File: config.mk
export PLATFORM = sky130hd
export DESIGN_NAME = uart_alu_ctrl
export DESIGN_NICKNAME = d
export VERILOG_FILES = /design/src/rtl/uart_alu_ctrl_pkg.sv /design/src/rtl/uart_alu_ctrl_timer.sv /design/src/rtl/uart_alu_ctrl.sv
export SDC_FILE = /design/constraint.sdc
export NUM_CORES = 1
export LEC_CHECK = 0
export ABC_AREA = 1
export BUFFER_PORTS_ARGS = -buffer_cell sky130_fd_sc_hd__buf_4
export CAP_MARGIN = 20
export CORE_MARGIN = 3
export CORE_UTILIZATION = 62
export CTS_BUF_LIST = sky130_fd_sc_hd__clkbuf_4 sky130_fd_sc_hd__clkbuf_8
export CTS_CLUSTER_SIZE = 24
export DETAILED_ROUTE_END_ITERATION = 6
export PLACE_DENSITY = 0.89
export SYNTH_ARGS = -nofsm -noshare
export SYNTH_HDL_FRONTEND = slang
export SYNTH_SLANG_ARGS = --single-unit
export TNS_END_PERCENT = 30
File: constraint.sdc
create_clock -name i_clock -period 2.6 [get_ports i_clock]
set_input_delay 0.13 -clock i_clock [delete_from_list [all_inputs] [get_ports i_clock]]
set_output_delay 0.13 -clock i_clock [all_outputs]
set_load 0.01 [all_outputs]
File: src/rtl/uart_alu_ctrl_pkg.sv
// Shared definitions for the UART ALU datapath: widths, opcodes, sequencer states.
// The ALU evaluation function lives here so the ALU and the controller agree on the opcode set.
package uart_alu_defs;

    localparam int NB_DATA_DEF    = 8;
    localparam int NB_OP_DEF      = 6;
    localparam int NB_TIMEOUT_DEF = 24;
    localparam int N_TIMEOUT_DEF  = 1000000;
    localparam int NB_STATE       = 3;

    localparam logic [NB_OP_DEF-1:0] OP_ADD = 6'b100000;
    localparam logic [NB_OP_DEF-1:0] OP_SUB = 6'b100010;
    localparam logic [NB_OP_DEF-1:0] OP_AND = 6'b100100;
    localparam logic [NB_OP_DEF-1:0] OP_OR  = 6'b100101;
    localparam logic [NB_OP_DEF-1:0] OP_XOR = 6'b100110;
    localparam logic [NB_OP_DEF-1:0] OP_NOR = 6'b100111;
    localparam logic [NB_OP_DEF-1:0] OP_SRA = 6'b000011;
    localparam logic [NB_OP_DEF-1:0] OP_SRL = 6'b000010;

    typedef enum logic [NB_STATE-1:0] {
        ST_IDLE    = 3'd0,
        ST_WAIT_B  = 3'd1,
        ST_WAIT_OP = 3'd2,
        ST_EXEC    = 3'd3,
        ST_SEND    = 3'd4,
        ST_WAIT_TX = 3'd5
    } state_t;

    function automatic logic op_is_valid(input logic [NB_OP_DEF-1:0] op);
        case (op)
            OP_ADD, OP_SUB, OP_AND, OP_OR,
            OP_XOR, OP_NOR, OP_SRA, OP_SRL: return 1'b1;
            default:                        return 1'b0;
        endcase
    endfunction

    // Shift amounts use the operand B value directly; out-of-range shifts saturate naturally.
    function automatic logic [NB_DATA_DEF-1:0] alu_eval(
        input logic [NB_DATA_DEF-1:0] a,
        input logic [NB_DATA_DEF-1:0] b,
        input logic [NB_OP_DEF-1:0]   op
    );
        case (op)
            OP_ADD:  return a + b;
            OP_SUB:  return a - b;
            OP_AND:  return a & b;
            OP_OR:   return a | b;
            OP_XOR:  return a ^ b;
            OP_NOR:  return ~(a | b);
            OP_SRA:  return NB_DATA_DEF'($signed(a) >>> b);
            OP_SRL:  return a >> b;
            default: return '0;
        endcase
    endfunction

endpackage

File: src/rtl/uart_alu_ctrl_timer.sv
// Inter-byte timeout counter: clears on demand, counts while enabled.
// expired is combinational and flags the last cycle before the count would reach N_TIMEOUT-1.
module inter_byte_timer #(
    parameter int NB_TIMEOUT = 24,
    parameter int N_TIMEOUT  = 1000000
) (
    input  logic clk,
    input  logic rst_n,
    input  logic clear,
    input  logic enable,
    output logic expired
);

    localparam logic [NB_TIMEOUT-1:0] LAST = NB_TIMEOUT'(N_TIMEOUT - 2);

    logic [NB_TIMEOUT-1:0] count;

    always_ff @(posedge clk or negedge rst_n) begin
        if (!rst_n) begin
            count <= '0;
        end else if (clear) begin
            count <= '0;
        end else if (enable) begin
            count <= count + NB_TIMEOUT'(1);
        end
    end

    // Raised one cycle early so the registered timeout pulse lands as the count reaches N_TIMEOUT-1.
    assign expired = enable && (count == LAST);

endmodule

File: src/rtl/uart_alu_ctrl.sv
// Sequences RX bytes A, B, opcode into the ALU and launches one TX of the result; tx_start 2 cycles after the opcode tick.
// No backpressure: bytes arriving while executing or transmitting are dropped and flagged as overrun.
module uart_alu_ctrl
    import uart_alu_defs::*;
#(
    parameter int NB_DATA    = NB_DATA_DEF,
    parameter int NB_OP      = NB_OP_DEF,
    parameter int NB_TIMEOUT = NB_TIMEOUT_DEF,
    parameter int N_TIMEOUT  = N_TIMEOUT_DEF
) (
    input  logic               i_clock,
    input  logic               i_reset,
    input  logic               i_rx_done_tick,
    input  logic [NB_DATA-1:0] i_rx_data,
    input  logic               i_tx_done_tick,
    input  logic [NB_DATA-1:0] i_alu_result,
    output logic [NB_DATA-1:0] o_alu_a,
    output logic [NB_DATA-1:0] o_alu_b,
    output logic [NB_OP-1:0]   o_alu_op,
    output logic               o_tx_start,
    output logic [NB_DATA-1:0] o_tx_data,
    output logic               o_busy,
    output logic               o_timeout,
    output logic               o_op_err,
    output logic               o_overrun
);

    state_t state, state_nxt;

    logic [NB_DATA-1:0] alu_a_nxt, alu_b_nxt, tx_data_nxt;
    logic [NB_OP-1:0]   alu_op_nxt;
    logic               tx_start_nxt, timeout_nxt, op_err_nxt, overrun_nxt;
    logic               timer_clear, timer_en, timer_expired;
    logic               op_byte_ok;

    assign op_byte_ok = ((i_rx_data >> NB_OP) == '0) && op_is_valid(i_rx_data[NB_OP-1:0]);

    inter_byte_timer #(
        .NB_TIMEOUT (NB_TIMEOUT),
        .N_TIMEOUT  (N_TIMEOUT)
    ) u_timer (
        .clk     (i_clock),
        .rst_n   (i_reset),
        .clear   (timer_clear),
        .enable  (timer_en),
        .expired (timer_expired)
    );

    always_comb begin
        state_nxt    = state;
        alu_a_nxt    = o_alu_a;
        alu_b_nxt    = o_alu_b;
        alu_op_nxt   = o_alu_op;
        tx_data_nxt  = o_tx_data;
        tx_start_nxt = 1'b0;
        timeout_nxt  = 1'b0;
        op_err_nxt   = 1'b0;
        overrun_nxt  = 1'b0;
        timer_clear  = 1'b1;
        timer_en     = 1'b0;

        case (state)
            ST_IDLE: begin
                if (i_rx_done_tick) begin
                    alu_a_nxt = i_rx_data;
                    state_nxt = ST_WAIT_B;
                end
            end
            ST_WAIT_B: begin
                timer_en    = 1'b1;
                timer_clear = i_rx_done_tick || timer_expired;
                if (i_rx_done_tick) begin
                    alu_b_nxt = i_rx_data;
                    state_nxt = ST_WAIT_OP;
                end else if (timer_expired) begin
                    timeout_nxt = 1'b1;
                    state_nxt   = ST_IDLE;
                end
            end
            ST_WAIT_OP: begin
                timer_en    = 1'b1;
                timer_clear = i_rx_done_tick || timer_expired;
                if (i_rx_done_tick) begin
                    if (op_byte_ok) begin
                        alu_op_nxt = i_rx_data[NB_OP-1:0];
                        state_nxt  = ST_EXEC;
                    end else begin
                        op_err_nxt = 1'b1;
                        state_nxt  = ST_IDLE;
                    end
                end else if (timer_expired) begin
                    timeout_nxt = 1'b1;
                    state_nxt   = ST_IDLE;
                end
            end
            ST_EXEC: begin
                // Registered operands have settled through the ALU by now.
                tx_data_nxt  = i_alu_result;
                tx_start_nxt = 1'b1;
                overrun_nxt  = i_rx_done_tick;
                state_nxt    = ST_SEND;
            end
            ST_SEND: begin
                overrun_nxt = i_rx_done_tick;
                state_nxt   = ST_WAIT_TX;
            end
            ST_WAIT_TX: begin
                overrun_nxt = i_rx_done_tick;
                if (i_tx_done_tick) begin
                    state_nxt = ST_IDLE;
                end
            end
            default: begin
                state_nxt = ST_IDLE;
            end
        endcase
    end

    always_ff @(posedge i_clock or negedge i_reset) begin
        if (!i_reset) begin
            state      <= ST_IDLE;
            o_alu_a    <= '0;
            o_alu_b    <= '0;
            o_alu_op   <= '0;
            o_tx_data  <= '0;
            o_tx_start <= 1'b0;
            o_busy     <= 1'b0;
            o_timeout  <= 1'b0;
            o_op_err   <= 1'b0;
            o_overrun  <= 1'b0;
        end else begin
            state      <= state_nxt;
            o_alu_a    <= alu_a_nxt;
            o_alu_b    <= alu_b_nxt;
            o_alu_op   <= alu_op_nxt;
            o_tx_data  <= tx_data_nxt;
            o_tx_start <= tx_start_nxt;
            o_busy     <= (state_nxt != ST_IDLE);
            o_timeout  <= timeout_nxt;
            o_op_err   <= op_err_nxt;
            o_overrun  <= overrun_nxt;
        end
    end

endmodule

# Yosys cells after proc, flatten, opt, wreduce, memory -nomap -nowiden
# Index checks and enable logic that the tools add are counted.
[totals]
elab_cells = 59
reg_bits = 62
in_bits = 20
[op_classes]
n_reduce_logical = 13
muxes = 20
eq_ne = 14
add_sub_neg = 1
[ops]
columns = ["operator", "n"]
rows = [
  ["two-way mux 24 bit", 2],
  ["== test 6 bit (second input constant)", 6],
  ["adder 24 x 1 -> 24 bit (second input constant)", 1],
  ["== test 24 x 20 -> 1 bit (second input constant)", 1],
  ["one-hot mux 3 bit (6 select lines)", 1],
  ["two-way mux 3 bit", 5],
  ["== test 6 x 2 -> 1 bit (second input constant)", 2],
  ["two-way mux 1 bit", 11],
  ["logical NOT 8 bit", 1],
  ["OR reduction 8 bit", 1],
  ["== test 3 x 2 -> 1 bit (second input constant)", 2],
  ["== test 3 bit (second input constant)", 2],
  ["AND reduction 2 bit", 2],
  ["== test 3 x 1 -> 1 bit (second input constant)", 1],
  ["logical NOT 3 bit", 1],
  ["AND reduction 3 bit", 1],
  ["nonzero test 3 bit", 1],
  ["OR reduction 3 bit", 1],
  ["logical AND 1 bit", 2],
  ["two-way mux 2 bit", 1],
  ["nonzero test 2 bit", 1],
  ["OR reduction 2 bit", 1],
  ["logical OR 1 bit", 1],
]

# Depth between registers and ports, before layout
# Gate-level depths: netlist of the first run.
[depth]
depth_word = 8
ltp_mapped = 10
mapped_depth_nobuf = 9

# By module
# A second synthesis of the first run with hierarchy kept.
[hier_totals]
cells_unflattened = 370
hier_area_um2 = 3061.7
[modules_own_cells]
columns = ["module", "area_each_um2", "cells_each", "seq_area_each_um2", "n_inst"]
rows = [
  ["uart_alu_ctrl", 1561.5, 164, 950.9, 1],
  ["inter_byte_timer", 1500.2, 206, 600.6, 1],
]

# Worst setup path before layout of the first run
# OpenSTA, ideal clock, no wires.
[synth_path]
path_type = "reg2reg"
start = "register u_timer.count[0]"
end = "register u_timer.count[10]"
n_path_buf = 0
path_stages_with_launch = 9
arrival_ns = 1.273
setup_ns = 0.121
slack_ns = 1.206
path_cell_list = "dfrtp_1 -> ha_1 -> nand3_1 -> inv_1 -> nand2_1 -> nor2_1 -> inv_1 -> o21ai_0 -> nor2_1"
[synth_between]
elab_chain_cells = 5
elab_cells_between_ends = 8
cone_classes = "add/sub (1); eq/ne (1); mux (3); reduce/logical (3)"
[synth_lines]
columns = ["element", "line_no", "source"]
rows = [
  ["start, declared", "uart_alu_ctrl_timer.sv:16", "logic [NB_TIMEOUT-1:0] count;"],
  ["start signal, assigned", "uart_alu_ctrl_timer.sv:24", "count <= count + NB_TIMEOUT'(1);"],
  ["parallel branches: the longest is 5 deep, another holds adder 24 x 1 -> 24 bit", "--", ""],
]
# Parallel ways; which one is timed is not known. The select of a mux whose other input is x is not followed.
# A chain may end at the register's enable or synchronous reset.

# Final worst setup path of the first run
[layout_path]
start = "register state[0]"
end = "register o_busy"
[layout_between]
elab_chain_cells = 8
elab_cells_between_ends = 16
cone_classes = "eq/ne (5); mux (7); reduce/logical (4)"
[layout_lines]
columns = ["element", "line_no", "source"]
rows = [
  ["start, declared", "uart_alu_ctrl.sv:28", "state_t state, state_nxt;"],
  ["start signal, assigned", "uart_alu_ctrl.sv:132", "state <= state_nxt;"],
  ["== test 3 x 2 -> 1 bit or == test 3 x 1 -> 1 bit (tied branches)", "uart_alu_ctrl.sv:62", "case (state)"],
  ["OR reduction 2 bit (no line)", "--", ""],
  ["two-way mux 1 bit", "uart_alu_ctrl.sv:62", ""],
  ["logical AND 1 bit", "uart_alu_ctrl_timer.sv:29", "assign expired = enable && (count == LAST);"],
  ["two-way mux 3 bit", "uart_alu_ctrl.sv:75, uart_alu_ctrl.sv:91", ""],
  ["two-way mux 3 bit, on equally long branches", "uart_alu_ctrl.sv:83, uart_alu_ctrl.sv:72", ""],
  ["one-hot mux 3 bit (6 select lines) *", "uart_alu_ctrl.sv:62", ""],
  ["nonzero test 3 bit *", "uart_alu_ctrl.sv:138", "o_busy <= (state_nxt != ST_IDLE);"],
  ["end signal, assigned", "uart_alu_ctrl.sv:138", ""],
  ["end, declared", "uart_alu_ctrl.sv:22", "output logic o_busy,"],
]
# Every way passes the cells marked *; elsewhere a longest branch is shown, timed or not.

==> qor.txt, run 1 <==
Final period utilization - 64.7%
Die Y-Extent - 74.9 µm
I/O Pins - 55
Most frequent cells in the layout - nand2_1, dfrtp_1, nor2_1, buf_4, inv_1
Clk Latency, worst-skew pair - 0.34 ns
Fin area - 3660 µm²
VDD IR max - 0.948 mV
Synth Area per Inst - 7.88 µm²
Placed insts - 475
Area growth, synth to finish - 24.2%
Post-CTS Setup Repair Bufs - 0
Vias per cell - 5.43
YS warnings - 0
Worst-path fanout max - 17
Multi-input logic area - 1180 µm²
FFs w/ async S/R, synth - 100%
Worst endpoint required time - 2.80 ns
Clk buf depth - 2
Synth top area cells - dfrtp_1, nand2_1, nor2_1
Worst Setup Start Kind - flop
Row cnt - 24
Vias - 2694
Initial antenna violation count - 0
Measured slew at the worst slew-check pin - 0.768 ns
Placed cell area - 3390 µm²
Dominant cell type by area after synthesis - dfrtp_1
CP Class - reg2reg
# fillers - 261
Number of enable flip-flop cells after synthesis - 0
Lkg Pwr - 0.00183 µW
CTS tree - done
Main synth FF type - dfrtp_1
CP max stage delay - 0.48 ns
Core ar. - 4470 µm²
Slowest CP cell - nand4_1
Share of the synthesized area in the top cell type - 52.7%
Pre-CTS WS - 1.02 ns
CTS resizes - 0
Largest net degree at the start of global routing - 63
Final slew viol count - 0
Synthesized cell area - 2950 µm²
Routability Congestion - 0.986
Synth Instances - 374
Final hold vios - 0
Critical Path End Type - flop
Final ANT Viol Nets - 0
CTS buffer count - 9
Die extent in x - 74.9 µm
Final setup violation count - 0
Port bufs - 54
Tmin final - 1.68 ns
Final Skew - 0.00668 ns
Unique cell type count in the Yosys netlist - 26
Clk slew on worst S/H paths - 0.07 ns
Vias in the first global route - 2659
Seq. cell area - 1550 µm²
P per Cell Area - 918 nW/µm²
Final nets - 462
GR Overflow Total - 0
Max Clk Rate - 595 MHz
First-pass GRT wire length - 12300 µm
Synthesis-stage register bit count - 62
Status - complete, no violations
Crit path arrival time - 1.88 ns
GRT Total Usage - 29.7%
Final WS setup - 0.918 ns
Drt first pass iters - 5
# DRC - 0
Seq/Total Area, Yosys - 52.7%
WL/cell - 15.1 µm
Layout cells sized above 1 - 18.5%
DP HPWL - 4940 µm
Total die area - 5610 µm²
Cells along the critical path - inv_1 > nand4_1 > nand2_1 > inv_1 > nand2_1 > a21oi_1 > nand3_1
Initial Utilization - 65.8%
RSZ-0062 raised after global routing - false
Rel. slew slack - 48.8%
H-tree levels - 3
Most common cell after layout, fill and taps aside - nand2_1
N_diodes - 0
Max-Cap Viols - 0
Clock root buffer - clkbuf_8
Detailed Route Iter0 Violations - 177
Post-Route Setup TNS - 0 ns
Clk sinks - 62
Routed WL - 7490 µm
Worst hold path class - in2reg
Layout Cells excl Fill - 496
Syn_nets - 396
## path summary, 6_finish.rpt
path | slack [ns] | end | startpoint | cells after the start
max | 0.92 | o_busy | state[0] | 7
min | 0.007 | o_tx_data[4] | i_alu_result[4] | 3
max reg2reg | 0.92 | o_busy | state[0] | 7
min reg2reg | 0.49 | o_alu_a[6] | o_alu_a[6] | 2
max in group asynchronous | 1.68 | u_timer.count[6] | i_reset | 2
min in group asynchronous | 0.42 | u_timer.count[12] | i_reset | 2
## where the power goes
group	total (µW)	switching [µW]	internal, µW
sequential	1370	159	1210
clock	926	371	554
combinational	1060	623	440
## cells by family (layout without fill, tap and decap cells)
| group | count (synthesis) | after routing | share of synthesized area [%] |
|---|---|---|---|
| AO/OA/AOI/OAI | 30 | 30 | 5.18 |
| AND/OR/NAND/NOR | 215 | 215 | 30.6 |
| buffers and inverters | 54 | 124 | 7.39 |
| adder cells (fa/ha/maj) | 2 | 2 | 0.849 |
| flip-flops | 62 | 62 | 52.7 |
| XOR/XNOR | 11 | 11 | 3.27 |
## per-layer routing
metal	GRT usage, %	wire length, µm
met1	34.5	2940
met2	52.3	3860
met3	7.21	461
met4	12.6	224
met5	0	0
## area by class of cell
type                            instances  area share [%]
Sequential cell                        62            42.4
Multi-Input combinational cell        258            32.2
Timing Repair Buffer                   61            12.9
Inverter                               48            4.93
Clock buffer                           11            3.80
Clock inverter                          4            1.98
Tap cell                               52            1.78
## metrics by stage
step	utilization [%]	hold slack, ns	power [µW]
floorplan	-	-0.166	1920
global placement	75.7	0.248	2340
detailed placement	75.7	0.256	2390
CTS	81.7	0.000396	3330
global route	81.7	0.00635	3550
finish	81.7	0.00693	3360
## state kept, by name, indices dropped and copies added (netlist names)
name	cells
o_alu_b	8
o_overrun	1
o_busy	1
o_timeout	1
o_tx_data	8
u_timer.count	24
o_alu_op	6
o_op_err	1
o_tx_start	1
o_alu_a	8
state	3
## critical path: cells and delay by family, from the launching register on
kind	cells	cell delay, ns
flip-flops	1	0.39
AO/OA/AOI/OAI	1	0.22
AND/OR/NAND/NOR	4	0.78
buffers and inverters	2	0.16
## what timing repair did
action | 4_1_cts | 5_1_grt
hold buffers | 6 | 0
hold endpoints to repair | 67 | 0
endpoints found under the setup margin | 0 | 0
## synthesized netlist by cell type, types with 2 or more instances
cell type	n
dfrtp_1	62
inv_2	2
nor2_2	4
inv_1	45
xor2_1	9
nand4_1	5
ha_1	2
o21ai_0	25
nor3_1	2
buf_6	2
nor2_1	59
nand2_2	2
xnor2_1	2
clkbuf_1	3
nand2_1	118
a21oi_1	4
nand3_1	19
No activity file was read; power rests on OpenSTA's default activity.
==> run 2: changes to the inputs <==
Settings changed: ABC_AREA 1 to 0, CORE_UTILIZATION 62 to 51, PLACE_DENSITY 0.89 to 0.79.
Clock period 2.6 ns to 1.35 ns, I/O delays scaled along.
==> qor.txt, run 2 <==
Worst hold path class - in2reg
Final setup violation count - 50 (+50)
Xor-xnor portion of the synthesized cell area - 4.13% (+0.85 points)
Largest net degree at the start of global routing - 39 (-38%)
Final WS setup - -0.456 ns (-1.37 ns)
Vias per cell - 6.18 (+14%)
Cell count of the worst reg-to-reg path - 4 (-3)
Clk sinks - 62 (unchanged)
P per Cell Area - 1740 nW/µm² (+89%)
Final nets - 433 (-6.3%)
Max-Cap Viols - 0 (unchanged)
Crit path arrival time - 2.08 ns (+0.20 ns)
Synthesized cell area - 2760 µm² (-6.3%)
Most frequent cells in the layout - buf_4, dfrtp_1, nand2_1, nor2_1, dlygate4sd3_1
GRT Total Usage - 30.1% (+0.36 points)
Detailed Route Iter0 Violations - 346 (+95%)
Lkg Pwr - 0.00215 µW (+17%)
Synth Area per Inst - 11.0 µm² (+39%)
Pre-CTS WS - -0.330 ns (-1.35 ns)
Critical R2R Capture - u_timer.count[22]
Clk buf depth - 2 (unchanged)
Die Y-Extent - 79.6 µm (+6.2%)
Vias in the first global route - 2856 (+7.4%)
Final period utilization - 134% (+69 points)
VDD IR max - 1.35 mV (+42%)
Main synth FF type - dfrtp_1
CTS buffer count - 9 (unchanged)
I/O Pins - 55 (unchanged)
WL/cell - 23.0 µm (+52%)
Worst Setup Start Kind - flop
Worst Hold End - o_alu_b[1]
Layout Cells excl Fill - 486 (-2.0%)
Hold Path Cell Cnt - 2 (-1)
Max Clk Rate - 554 MHz (-6.9%)
Failing checks - negative hold slack, negative setup slack
YS warnings - 0 (unchanged)
R2R Setup Slk - -0.46 ns (-1.37 ns)
Initial Utilization - 53.4% (-12 points)
Vias - 3005 (+12%)
Reg with most FFs - u_timer.count
Most frequent cells after synthesis - dfrtp_1, nand2_1, mux2_2
Placed insts - 435 (-8.4%)
Share of the synthesized area in the top cell type - 56.2% (+3.5 points)
Unique cell type count in the Yosys netlist - 40 (+54%)
Post-Synth Adder-Cell Area - 0.907% (+0.057 points)
Post-Synth Simple-Gate Area - 22.3% (-8.3 points)
Initial antenna violation count - 0 (unchanged)
Synth Instances - 252 (-33%)
Die extent in x - 79.6 µm (+6.2%)
Rel. slew slack - 65.2% (+16 points)
Worst r2r src - u_timer.count[9]
Total die area - 6330 µm² (+13%)
Final hold vios - 1 (+1)
Layout cells sized above 1 - 51.2% (+33 points)
Dominant cell type by area after synthesis - dfrtp_1
RSZ-0062 raised after global routing - true
CP Class - reg2reg
Worst-path fanout max - 6 (-11)
Routed WL - 11200 µm (+49%)
First-pass GRT wire length - 14400 µm (+18%)
Critical Path End Type - flop
GR Overflow Total - 0 (unchanged)
Area growth, synth to finish - 63.5%
Synthesis-stage register bit count - 62 (unchanged)
Routability Congestion - 0.829 (-16%)
Drt first pass iters - 6 (+1)
Row cnt - 26 (+8.3%)
DP HPWL - 5090 µm (+3.0%)
Most frequent cell after synthesis - dfrtp_1
Number of enable flip-flop cells after synthesis - 0 (unchanged)
FFs w/ async S/R, synth - 100% (unchanged)
Tmin final - 1.81 ns (+0.125 ns)
H-tree levels - 3 (unchanged)
Mux share of post-synthesis cell area - 8.16% (+8.2 points)
Final Skew - 0.0192 ns (+0.0126 ns)
Max FFs per register - 24 (unchanged)
Measured slew at the worst slew-check pin - 0.518 ns (-0.251 ns)
Worst endpoint required time - 1.62 ns (-1.18 ns)
Hold Slack - -0.00724 ns (-0.0142 ns)
Clock root buffer - clkbuf_8
Clk slew on worst S/H paths - 0.07 ns (about the same)
Seq/Total Area, Yosys - 56.2% (+3.5 points)
CTS tree - done
Most common cell after layout, fill and taps aside - buf_4
Total Power - 7850 µW (+130%)
# fillers - 217 (-17%)
Final ANT Viol Nets - 0 (unchanged)
Core ar. - 5170 µm² (+16%)
Largest family of logic cells by synthesized area - simple AND/OR/NAND/NOR gates
Status - finished with violations
Hold path start - i_rx_data[1]
Final slew viol count - 0 (unchanged)
Port bufs - 54 (unchanged)
N_diodes - 0 (unchanged)
Syn_nets - 274 (-31%)
# DRC - 0 (unchanged)
Complex-gate fraction of the synthesized area - 6.12% (+0.94 points)
Synth top area cells - dfrtp_1, mux2_2, nand2_1
Clk Latency, worst-skew pair - 0.36 ns (+0.02 ns)
[run 2: changes by cell type in the layout (fill, tap and decap cells not counted), sizes merged, moves of 10 or more]
cell	before	now
nor2	64	17
o21ai	25	5
dlygate4sd3	6	16
buf	55	140
inv	47	5
mux2	0	20
nand2	120	34
[run 2: routing by layer]
metal	GRT usage (%)	wire, µm
met1	35.5	4060
met2	51.3	5560
met4	16.3	675
met5	0	0
met3	5.98	884
[run 2: layout make-up]
cell class	instances	area (µm²)	area share (%)
Sequential cell	62	1550	34.4
Multi-Input combinational cell	177	1370	30.4
Inverter	5	18.8	0.416
Clock buffer	10	131	2.91
Timing Repair Buffer	156	1260	28.0
Clock inverter	6	86.3	1.91
Tap cell	70	87.6	1.94
[run 2: where the power goes]
part / switching [µW] / total [µW] / internal, µW
Sequential: 380 / 2730 / 2350
Combinational: 1520 / 3250 / 1730
Clock: 806 / 1860 / 1060
Total: 2710 / 7850 / 5140
[run 2: how the worst max path moves through the flow]
| stage | start | endpoint | slack, ns | cells after the start |
|---|---|---|---|---|
| 5_1_grt | u_timer.count[9] | u_timer.count[22] | -0.47 | 5 |
| 2_1_floorplan | u_timer.count[2] | u_timer.count[19] | -0.36 | 5 |
| 3_5_place_dp | u_timer.count[3] | u_timer.count[17] | -0.33 | 4 |
| 4_1_cts | u_timer.count[8] | u_timer.count[19] | -0.31 | 4 |
| 3_3_place_gp | u_timer.count[6] | u_timer.count[21] | -0.27 | 4 |
| 6_report | u_timer.count[9] | u_timer.count[22] | -0.46 | 4 |
[run 2: cell families after synthesis]
family | after synthesis
XOR/XNOR | 13
AND/OR/NAND/NOR | 114
flip-flops | 62
multiplexers | 20
AO/OA/AOI/OAI | 28
adder cells (fa/ha/maj) | 2
buffers and inverters | 13
[run 2: what timing repair did]
| action | 4_1_cts | 5_1_grt |
|---|---|---|
| endpoints found under the hold margin | 76 | 1 |
| pin swaps | 10 | 12 |
| gates resized for setup | 32 | 24 |
| setup endpoints to repair | 50 | 56 |
| cloned | 1 | 0 |
| hold buffers | 15 | 1 |
| buffers inserted | 8 | 10 |
[run 2: stage by stage]
step	TNS [ns]	utilization (%)	hold slack, ns	instance area [µm²]
after global placement	-7.74	73.1	-0.0135	3780
after detailed placement	-10.23	73.1	-0.0114	3780
after CTS	-8.06	83.7	0.0000865	4330
after floorplan	-8.89	-	-0.228	2790
after global routing	-15.98	87.2	-0.00784	4510
final	-14.81	87.2	-0.00724	4510
[run 2: critical path: stages, from the launching register on]
cell,delay (ns)
dfrtp_1,0.42
and4_4,0.28
nand4_1,0.26
or4_4,0.62
a21oi_2,0.15
==> run 3: changes to the inputs <==
Settings changed: ABC_AREA 0 to unset, GPL_ROUTABILITY_DRIVEN set to 0, RECOVER_POWER set to 25.
==> qor.txt, run 3 (same netlist as run 2, synthesis figures left out) <==
Layout cells sized above 1 - 51.2% (unchanged)
Psw - 2710 µW (about the same)
RSZ-0062 raised after global routing - true
Measured slew at the worst slew-check pin - 0.634 ns (+0.117 ns)
Largest net degree at the start of global routing - 39 (unchanged)
Placed insts - 435 (unchanged)
Initial antenna violation count - 0 (unchanged)
VDD IR max - 1.35 mV (+0.35%)
Final slew viol count - 0 (unchanged)
Cells along the critical path - and4_4 > nand4_1 > buf_4 > o31ai_1 > a21oi_2
Core ar. - 5170 µm² (unchanged)
Layout Cells excl Fill - 486 (unchanged)
Area growth, synth to finish - 62.9%
Int Pwr - 5140 µW (-0.11%)
Sw Ratio - 34.5% (+0.042 points)
Critical Path End Type - flop
Total die area - 6330 µm² (unchanged)
Worst path bufs/invs - 1 (+1)
Worst-path fanout max - 6 (unchanged)
Combinational Power Share - 41.4% (about the same)
CP max stage delay - 0.42 ns (-0.20 ns)
First-pass GRT wire length - 14400 µm (unchanged)
Max-Cap Viols - 0 (unchanged)
Post-layout util - 86.9% (-0.29 points)
H-tree levels - 3 (unchanged)
Hold Slack - -0.00864 ns (-0.00141 ns)
P per Cell Area - 1740 nW/µm² (+0.29%)
WL/cell - 23.1 µm (+0.21%)
Final hold vios - 1 (unchanged)
Rel. slew slack - 57.7% (-7.5 points)
Final ANT Viol Nets - 0 (unchanged)
Die extent in x - 79.6 µm (unchanged)
Kind of cell adding the most delay to the critical path - simple AND/OR/NAND/NOR gates
Lkg Pwr - 0.00214 µW (-0.24%)
Die Y-Extent - 79.6 µm (unchanged)
Status - finished with violations
Vias per cell - 6.17 (-0.23%)
CTS tree - done
CP Class - reg2reg
Tmin final - 1.83 ns (+0.0221 ns)
N_diodes - 0 (unchanged)
Worst endpoint required time - 1.57 ns (-0.05 ns)
Vias - 2998 (-0.23%)
Clk slew on worst S/H paths - 0.07 ns (about the same)
# fillers - 220 (+1.4%)
Most common cell after layout, fill and taps aside - buf_4
Final setup violation count - 51 (+2.0%)
Max FFs per register - 24 (unchanged)
Max Clk Rate - 547 MHz (-1.2%)
Final nets - 433 (unchanged)
Reg with most FFs - u_timer.count
Failing checks - negative hold slack, negative setup slack
Register share of total power - 34.9% (about the same)
Final WS setup - -0.478 ns (-0.0221 ns)
CTS buffer count - 9 (unchanged)
Slowest CP cell - dfrtp_1
Clk sinks - 62 (unchanged)
Clock root buffer - clkbuf_8
Initial Utilization - 53.4% (unchanged)
Row cnt - 26 (unchanged)
Detailed Route Iter0 Violations - 390 (+13%)
Final period utilization - 135% (+1.6 points)
Routed WL - 11200 µm (+0.21%)
Drt first pass iters - 5 (-1)
Clock power frac - 23.8% (about the same)
Clk buf depth - 2 (unchanged)
Clk Latency, worst-skew pair - 0.36 ns (about the same)
Worst Setup Start Kind - flop
I/O Pins - 55 (unchanged)
Port bufs - 54 (unchanged)
DP HPWL - 5090 µm (unchanged)
Vias in the first global route - 2856 (unchanged)
Most frequent cells in the layout - buf_4, dfrtp_1, nand2_1, nor2_1, dlygate4sd3_1
Crit path arrival time - 2.05 ns (-0.03 ns)
Final Skew - 0.0156 ns (-0.00361 ns)
# DRC - 0 (unchanged)
GR Overflow Total - 0 (unchanged)
Worst hold path class - in2reg
GRT Total Usage - 30.1% (unchanged)
==> run 3: cell type report <==
type,instances,area [µm²],share of cell area (%)
sequential,62,1550,34.5
multi-input combinational,177,1370,30.5
timing repair buffer,156,1250,27.8
clock buffer,10,131,2.92
tap,70,87.6,1.95
clock inverter,6,86.3,1.92
inverter,5,18.8,0.417
==> run 3: path summary, 6_finish.rpt <==
check | end | start | cells past startpoint | slack (ns)
min reg2reg | o_tx_data[6] | o_tx_data[6] | 2 | 0.49
min | o_alu_b[1] | i_rx_data[1] | 2 | -0.009
max in group asynchronous | state[1] | i_reset | 3 | 0.12
max | u_timer.count[22] | u_timer.count[9] | 5 | -0.48
min in group asynchronous | o_tx_data[2] | i_reset | 2 | 0.26
max reg2reg | u_timer.count[22] | u_timer.count[9] | 5 | -0.48
==> run 3: power by group through the flow <==
stage	Sequential, µW	Clock (µW)	Combinational [µW]
final	2740	1860	3240
after global routing	2760	1950	3390
after CTS	2660	1800	2840
after detailed placement	2670	0	2510
after global placement	2630	0	2410
after floorplan	2850	0	913
==> run 3: through the flow <==
stage	power (µW)	hold WS [ns]	TNS, ns	instance area [µm²]	worst slack, ns
after global routing	8100	-0.00784	-16.06	4500	-0.471
after detailed placement	5170	-0.0114	-10.23	3780	-0.330
final	7850	-0.00864	-15.63	4500	-0.478
after CTS	7290	0.0000865	-8.06	4330	-0.314
after floorplan	3760	-0.228	-8.89	2790	-0.362
after global placement	5040	-0.0135	-7.74	3780	-0.268
==> run 3: layer usage <==
metal / GRT usage [%] / vias to the layer above / part of all wire [%]
li1: - / 1217 / -
met1: 35.5 / 1465 / 37
met2: 51.3 / 240 / 50
met3: 5.98 / 76 / 7.5
met4: 16.3 / 0 / 5.8
met5: 0 / - / 0
==> run 3: repair_timing <==
| item | in CTS | in global routing |
|---|---|---|
| buffers inserted | 8 | 10 |
| endpoints found under the setup margin | 50 | 56 |
| hold buffers | 15 | 1 |
| pin swaps | 10 | 12 |
| endpoints found under the hold margin | 76 | 1 |
| gates resized for setup | 32 | 24 |
| gates cloned | 1 | 0 |
